--- src/rtl/bin2bcd_seq.sv ---
// Sequential 14-bit binary to 4-digit packed BCD converter (double dabble, one bit per clock).
// Optional BIN2BCD_SATURATE_EN clamps inputs above 9999 to 9999; otherwise the result is bin mod 10000.
module bin2bcd_seq (
  input  logic        clk,
  input  logic        reset,
  input  logic        start,
  input  logic [13:0] bin,
  output logic [15:0] bcd,
  output logic        busy,
  output logic        done,
  output logic        overflow
);

  typedef enum logic {IDLE, SHIFT} state_t;

  state_t      state, state_nxt;
  logic [3:0]  cnt, cnt_nxt;
  logic [33:0] work, work_nxt, work_adj, work_shl;
  logic        ovf_pending, ovf_pending_nxt;
  logic [15:0] bcd_nxt;
  logic        busy_nxt, done_nxt, overflow_nxt;
  logic [13:0] bin_eff;
  logic        bin_big;

  assign bin_big = (bin > 14'd9999);

`ifdef BIN2BCD_SATURATE_EN
  assign bin_eff = bin_big ? 14'd9999 : bin;
`else
  assign bin_eff = bin;
`endif

  // Add-3 correction on every BCD nibble of the upper 20 bits before the shift.
  always_comb begin
    work_adj = work;
    for (int i = 0; i < 5; i++) begin
      if (work[14 + 4*i +: 4] >= 4'd5)
        work_adj[14 + 4*i +: 4] = work[14 + 4*i +: 4] + 4'd3;
    end
    work_shl = work_adj << 1;
  end

  always_comb begin
    state_nxt       = state;
    cnt_nxt         = cnt;
    work_nxt        = work;
    ovf_pending_nxt = ovf_pending;
    bcd_nxt         = bcd;
    overflow_nxt    = overflow;
    busy_nxt        = busy;
    done_nxt        = 1'b0;
    case (state)
      IDLE: begin
        busy_nxt = 1'b0;
        if (start) begin
          state_nxt       = SHIFT;
          work_nxt        = {20'b0, bin_eff};
          cnt_nxt         = 4'd0;
          ovf_pending_nxt = bin_big;
          busy_nxt        = 1'b1;
        end
      end
      SHIFT: begin
        work_nxt = work_shl;
        cnt_nxt  = cnt + 4'd1;
        if (cnt == 4'd13) begin
          // Ten-thousands nibble [33:30] is dropped; only four digits leave the block.
          state_nxt    = IDLE;
          busy_nxt     = 1'b0;
          done_nxt     = 1'b1;
          bcd_nxt      = work_shl[29:14];
          overflow_nxt = ovf_pending;
        end
      end
      default: state_nxt = IDLE;
    endcase
  end

  always_ff @(posedge clk) begin
    if (!reset) begin
      state       <= IDLE;
      cnt         <= 4'd0;
      work        <= 34'd0;
      ovf_pending <= 1'b0;
      bcd         <= 16'h0000;
      overflow    <= 1'b0;
      busy        <= 1'b0;
      done        <= 1'b0;
    end else begin
      state       <= state_nxt;
      cnt         <= cnt_nxt;
      work        <= work_nxt;
      ovf_pending <= ovf_pending_nxt;
      bcd         <= bcd_nxt;
      overflow    <= overflow_nxt;
      busy        <= busy_nxt;
      done        <= done_nxt;
    end
  end

endmodule

--- config.mk ---
export PLATFORM = sky130hd
export DESIGN_NAME = bin2bcd_seq
export DESIGN_NICKNAME = d
export VERILOG_FILES = /design/src/rtl/bin2bcd_seq.sv
export SDC_FILE = /design/constraint.sdc
export NUM_CORES = 1
export LEC_CHECK = 0
export ABC_AREA = 1
export CAP_MARGIN = 20
export CORE_ASPECT_RATIO = 1.75
export CORE_MARGIN = 2
export CORE_UTILIZATION = 54
export DETAILED_ROUTE_END_ITERATION = 12
export PLACE_DENSITY = 0.77
export SLEW_MARGIN = 10
export SYNTH_ARGS = -nofsm -noshare
export SYNTH_HDL_FRONTEND = slang
export SYNTH_SLANG_ARGS = --single-unit
--- constraint.sdc ---
create_clock -name clk -period 1.35 [get_ports clk]
set_input_delay 0.3375 -clock clk [delete_from_list [all_inputs] [get_ports clk]]
set_output_delay 0.3375 -clock clk [all_outputs]
set_load 0.01 [all_outputs]
* Word level (Yosys, flattened, before mapping)
Cells that the tools add are included.
Operators by class: add/subtract/negate cells 6, order comparisons 6, equality and inequality tests 3, mux-type cells 15, bitwise logic cells 1, reductions and logical operators 3
Operators by type and width (number):
- $pmux 34 s2 | 1
- $mux 34 | 1
- $ge 4x3->1 const B | 5
- $mux 4 | 5
- $add 4x2->4 const B | 4
- $gt 14x14->1 const B | 1
- $pmux 4 s2 | 1
- $reduce_and 2->1 | 3
- $add 4x1->4 const B | 1
- $eq 4x4->1 const B | 1
- $mux 1 | 4
- $pmux 1 s2 | 2
- $add 3x2->3 const B | 1
- $mux 3 | 1
- $ne 2x1->1 const B | 1
- $ne 2x2->1 const B | 1
- $not 1->1 | 1
Storage, ports and cells: register bits after elaboration 59, input port bits 17, output and inout bits 19, logic and storage cells 42

* Logic depth before layout (Yosys ltp)
Gate-level depths: netlist of run 1.
depth after elaboration 3, mapped depth 9

* Least setup slack after synthesis of run 1
No wires, ideal clock.
path kind register to register, from register cnt[0], to register bcd[14], library setup time 113 ps, arrival time 1145 ps, data required time 1237 ps, setup slack 91 ps, cell stages (with the launch flop) 8, path buffers 1, period minus slack after synthesis 1259 ps, path through dfxtp_1 -> ha_1 -> nand3_4 -> nor2_8 -> nor2_4 -> buf_2 -> nand2_1 -> nand2_1
Between the ends: word-level cells in the longest chain between the ends 2
Ends and longest elaborated chain:
- from (decl) | RTL line 17 | logic [3:0] cnt, cnt_nxt;
- from (signal assigned) | RTL line 91 | cnt <= cnt_nxt;
- $eq 4x4->1 | RTL line 66 | if (cnt == 4'd13) begin
- $reduce_and 2->1 (no source line)
- to (signal assigned) | RTL line 94 | bcd <= bcd_nxt;
- to (decl) | RTL line 8 | output logic [15:0] bcd,
Every way passes these cells. A chain may end at the register's enable or synchronous reset.

* Final worst setup path of run 1
from register bcd[15], to output bcd[15]
No word-level cell between the ends.

==> metrics.txt, run 1 <==
post-route cell area 3300 sq um; Inst Count DP 449; critical-path maximum fanout 2; Mapped Cells 351; Worst-Skew Late Latency 0.31 ns; worst-path cell chain dlygate4sd2_1; clock power share 0.330; via count 2422; period utilisation layout 0.962; LEAKAGE 1.61 nW; Worst R2R End bcd[0]; Worst path top cell family by delay flip-flops; hold endpoint work[10]; Sequential Power Share 0.570; worst stage delay on the critical path 0.37 ns; max cap viols 0; Max-slew headroom 0.785; Overflow after GRT 0; Via density 5.30; CTS tree built; Levels on crit path 1; H-tree levels 2; Buf/Inv on CP 1; slowest CP cell dfxtp_1; final hold violation count 0; routed wire length 5660 microns; synth unique cells 27; area post-placement 3150 sq um; gpl congestion 0.826; commonest non-fill, non-tap cells in the layout nand2_1, dfxtp_1, inv_1, a21oi_1, nand3_1; first-pass GRT wire length 9560 microns; pin count of the biggest net entering global routing 28; Pwr Density 895 nW/um^2; maximum vdd ir drop 0.881 mV; FF+latch count, synth 55; Post-DRT Antenna Nets 0; endpoints failing setup 0; hold path depth 3; maximum clock rate 0.770 GHz; Die Ht 95.8 microns; Internal 2.27 mW; Required @ worst endpoint 1.01 ns; clock buffer count from CTS 5; drt drc 0; Syn Area/Cell 7.40 sq um; postcts setup bufs 0; DP HPWL 4250 microns; Std-Cell Core Area 4670 sq um; Die ar. 5410 sq um; Final WS setup 0.0517 ns; Max Buffers Root-to-Sink 2; worst-margin pin slew 0.321 ns; largest cells by area after synthesis dfxtp_1, nand2_1, inv_1; Net Sw Power 682 uW; crit path DAT 0.96 ns; total power 2.95 mW; Worst setup EP type primary output; Mapped Nets 378; Place WS -0.219 ns; fin crit period 1.30 ns; switch share 0.231; Area Overhead vs Synth 26.9%; die width 56.4 microns; total iterations of the first detailed-routing run 5; Rows 33; Tightest Hold Check Type in2reg; vias in the first global route 2299; DR iter-0 viols 62; sequential fraction of the synthesis area 0.424; Total GRT Usage 0.223; share of cells above drive strength 1 0.165; synth warn 0; Nets 431; detailed-route wire length per cell 12.4 microns; flop2flop setup slack 0.08 ns; Worst setup SP type flip-flop; Clock Skews 0.00570 ns; initial antenna violation count 0; Yosys top cell by area dfxtp_1; Diodes inserted 0; Slew Viols, Final 0; combinational share of power 0.099; status finished clean; Synth Cell Area 2600 sq um; Worst-path clk slew 0.09 ns; hold_sp reset; I/O pin cnt 36; Worst Reg-to-Reg Cells 8; initial core utilization 0.557; Crit Path Category reg2out; hold_buf cts 0; commonest non-fill, non-tap cell in the layout nand2_1; Synth top area share 0.424; Sink Count 55; PortBufs 35; Final Non-Filler Cells 457; worst r2r src cnt[1]; Root Driver clkbuf_8
## cells by family (layout without fill, tap and decap cells)
family	after synthesis	after routing	synth area share
AOI/OAI and AO/OA	50	50	0.110
adders and majority gates	10	10	0.0481
buffers and inverters	53	107	0.0905
DFF	55	55	0.424
and+or+nand+nor	183	183	0.327
## per-stage QoR
stage / hold WS [ns] / setup TNS [ns] / utilization
after floorplan: 0.419 / 0 / -
after global placement: 0.438 / -7.21 / 0.676
after detailed placement: 0.440 / -8.76 / 0.676
after CTS: 0.454 / 0 / 0.694
after global routing: 0.439 / -0.0104 / 0.707
final: 0.388 / 0 / 0.707
## cell type report
| class | count | area [sq um] |
|---|---|---|
| timing repair buffer | 60 | 558 |
| fill | 382 | 1370 |
| sequential | 55 | 1100 |
| tap | 52 | 65.1 |
| clock buffer | 8 | 100 |
| multi-input combinational | 243 | 1320 |
| inverter | 39 | 154 |
## power by group through the flow
| stage | Combinational, mW | Clock [mW] | Sequential, mW |
|---|---|---|---|
| detailed placement | 0.291 | 0 | 1.72 |
| floorplan | 0.157 | 0 | 1.71 |
| global route | 0.328 | 1.05 | 1.69 |
| CTS | 0.293 | 0.995 | 1.68 |
| global placement | 0.288 | 0 | 1.72 |
| finish | 0.293 | 0.975 | 1.68 |
## per-layer routing
metal | routed length, microns | vias to the layer above | part of all wire | global-route usage
li1 | - | 1250 | - | -
met4 | 69 | 0 | 0.012 | 0.0754
met2 | 3240 | 50 | 0.57 | 0.456
met5 | 0 | - | 0 | 0
met3 | 181 | 6 | 0.032 | 0.0363
met1 | 2180 | 1116 | 0.38 | 0.219
## cell usage after synthesis
library cell  number
nand3_4            1
buf_1              4
nand2_1          117
inv_2              2
clkinv_2           1
nor3_1             1
nand2_2            2
inv_4              1
nor2_8             1
nand3_1           25
a21oi_1           23
nand3_2            8
nor2_1            14
or2_2              1
o211ai_1           4
nor2_4             2
buf_4              2
o21ai_0           12
inv_1             35
dfxtp_1           55
o22ai_1            1
a22oi_1           10
buf_2              7
buf_12             1
ha_1              10
nand4_1           10
nor3b_1            1
## what timing repair did
item                       CTS  global route
setup endpoints to repair   35            38
resized for setup           21            19
pin swaps                    0             2
## worst max-delay path by stage
stage	startpoint	to
6_report	bcd[15]	bcd[15]
5_1_grt	work[14]	work[16]
4_1_cts	cnt[1]	bcd[0]
3_5_place_dp	start	work[11]
3_3_place_gp	start	work[11]
2_1_floorplan	cnt[0]	bcd[14]
## sequential cells by signal (all words and copies together), names as in the netlist
register / cells
state: 1
work: 30
ovf_pending: 1
busy: 1
bcd: 16
overflow: 1
cnt: 4
done: 1
No activity file was read; power rests on OpenSTA's default activity.
==> run 2, diff against run 1 <==
- CTS_CLUSTER_SIZE: default -> 25
==> results of run 2 <==
No change in the layout: final DEF, timing and power equal those of run 1.
==> run 3, diff against run 2 <==
- CAP_MARGIN: 20 -> default
- CORE_UTILIZATION: 54 -> 44
- CTS_CLUSTER_SIZE: 25 -> 10
- PLACE_DENSITY: 0.77 -> 0.64
==> metrics.txt, run 3 (synthesis gave the netlist of run 1 again) <==
Pwr Density 864 nW/um^2 (was 895 nW/um^2); Worst Reg-to-Reg Cells 7 (was 8); Worst R2R End work[16] (was bcd[0]); clock buffer count from CTS 5 (unchanged); TNS Setup 0 ns (unchanged); fin crit period 1.28 ns (was 1.30 ns); switch share 0.237 (was 0.231); DR iter-0 viols 94 (was 62); period utilisation layout 0.947 (was 0.962); endpoints failing setup 0 (unchanged); worst stage delay on the critical path 0.35 ns (was 0.37 ns); LEAKAGE 1.62 nW (was 1.61 nW); Worst setup EP type primary output (unchanged); max cap viols 0 (unchanged); Slew Viols, Final 0 (unchanged); Tightest Hold Check Type reg2reg (was in2reg); vias in the first global route 2264 (was 2299); Inst Count DP 480 (was 449); Buf/Inv on CP 1 (unchanged); Std-Cell Core Area 5790 sq um (was 4670 sq um); pin count of the biggest net entering global routing 21 (was 28); Sink Count 55 (unchanged); initial antenna violation count 0 (unchanged); Via density 4.88 (was 5.30); Die Ht 106 microns (was 95.8 microns); Total GRT Usage 0.192 (was 0.223); Diodes inserted 0 (unchanged); worst r2r src work[14] (was cnt[1]); Area Overhead vs Synth 28.7% (was 26.9%); Biggest register work (unchanged); commonest non-fill, non-tap cells in the layout nand2_1, dfxtp_1, inv_1, buf_4, a21oi_1 (was nand2_1, dfxtp_1, inv_1, a21oi_1, nand3_1); Required @ worst endpoint 1.01 ns (about the same); flop2flop setup slack 0.08 ns (about the same); Rows 37 (was 33); Worst-Skew Late Latency 0.30 ns (was 0.31 ns); Nets 436 (was 431); hold_buf cts 0 (unchanged); Net Sw Power 685 uW (was 682 uW); Root Driver clkbuf_8 (unchanged); share of cells above drive strength 1 0.193 (was 0.165); gpl congestion 0.820 (was 0.826); initial core utilization 0.449 (was 0.557); I/O pin cnt 36 (unchanged); Max Buffers Root-to-Sink 2 (unchanged); slowest CP cell dfxtp_1 (unchanged); DP HPWL 4320 microns (was 4250 microns); Clock Skews 0.00573 ns (was 0.00570 ns); hold path depth 2 (was 3); largest registers work x30, bcd x16, cnt x4 (unchanged); crit path DAT 0.94 ns (was 0.96 ns); final hold violation count 0 (unchanged); die width 62.1 microns (was 56.4 microns); Final Non-Filler Cells 487 (was 457); flip-flop count of the largest register after layout 30 (unchanged); CTS tree built (unchanged); routed wire length 5670 microns (was 5660 microns); worst-path cell chain dlygate4sd2_1 (unchanged); Internal 2.21 mW (was 2.27 mW); Crit Path Category reg2out (unchanged); hold_sp bcd[1] (was reset); worst-margin pin slew 0.270 ns (was 0.321 ns); maximum clock rate 0.782 GHz (was 0.770 GHz); combinational share of power 0.103 (was 0.099); PortBufs 35 (unchanged); first-pass GRT wire length 9750 microns (was 9560 microns); Worst path top cell family by delay flip-flops (unchanged); Sequential Power Share 0.581 (was 0.570); Max-slew headroom 0.819 (was 0.785); clock power share 0.316 (was 0.330); Die ar. 6560 sq um (was 5410 sq um); total iterations of the first detailed-routing run 4 (was 5); postcts setup bufs 0 (unchanged); maximum vdd ir drop 0.482 mV (was 0.881 mV); commonest non-fill, non-tap cell in the layout nand2_1 (unchanged); Post-DRT Antenna Nets 0 (unchanged); Worst setup SP type flip-flop (unchanged); Overflow after GRT 0 (unchanged); critical-path maximum fanout 2 (unchanged); via count 2377 (was 2422); Worst-path clk slew 0.09 ns (about the same); status finished clean (unchanged); H-tree levels 2 (unchanged); detailed-route wire length per cell 11.7 microns (was 12.4 microns); hold endpoint bcd[1] (was work[10]); drt drc 0 (unchanged)
==> run 3: cell types whose count changed in the layout (fill, tap and decap cells not counted), moves of 2 or more <==
cell / previous run / this run
inv_2: 4 / 6
nand2_1: 110 / 106
nand2_2: 9 / 13
inv_1: 33 / 31
buf_4: 21 / 27
==> run 3: power by group through the flow <==
stage	clock network [mW]	logic (mW)	registers, mW
2_1_floorplan	0	0.157	1.71
3_3_place_gp	0	0.299	1.72
3_5_place_dp	0	0.300	1.72
4_1_cts	0.941	0.300	1.68
5_1_grt	1.01	0.332	1.68
6_report	0.912	0.298	1.68
==> run 3: stage by stage <==
step           power (mW)  utilization  hold slack [ns]  setup slack, ns  cell area (sq um)
2_1_floorplan        1.87            -            0.419           0.0915               2600
3_3_place_gp         2.02        0.557            0.436           -0.191               3220
3_5_place_dp         2.02        0.557            0.443           -0.205               3220
4_1_cts              2.92        0.569            0.457         0.000454               3290
5_1_grt              3.03        0.578            0.478          -0.0236               3350
6_report             2.89        0.578            0.451           0.0711               3350
==> run 3: how the worst max path moves through the flow <==
| stage | start | to | slack, ns | depth (start not counted) |
|---|---|---|---|---|
| after global placement | reset | bcd[14] | -0.19 | 6 |
| after global routing | work[14] | work[16] | -0.02 | 7 |
| after CTS | work[18] | work[20] | 0.0005 | 8 |
| after floorplan | cnt[0] | bcd[14] | 0.09 | 7 |
| after detailed placement | start | cnt[2] | -0.20 | 7 |
| final | busy | busy | 0.07 | 1 |
==> run 3: area by class of cell <==
type / instances / area (sq um)
fillers: 574 / 2440
multi-input cells: 243 / 1310
flip-flops and latches: 55 / 1100
repair buffers: 65 / 589
inverters: 39 / 154
well taps: 78 / 97.6
clock buffers: 6 / 82.6
clock inverters: 1 / 5.00
==> run 3: what timing repair did <==
item | in CTS | in global routing
setup endpoints to repair | 23 | 23
pin swaps | 0 | 3
resized for setup | 20 | 23
==> run 3: routing by layer <==
metal,vias up,wire length [microns],GRT usage
met5,-,0,0
li1,1247,-,-
met3,8,122,0.0319
met4,0,82,0.0623
met1,1087,2300,0.205
met2,35,3170,0.355
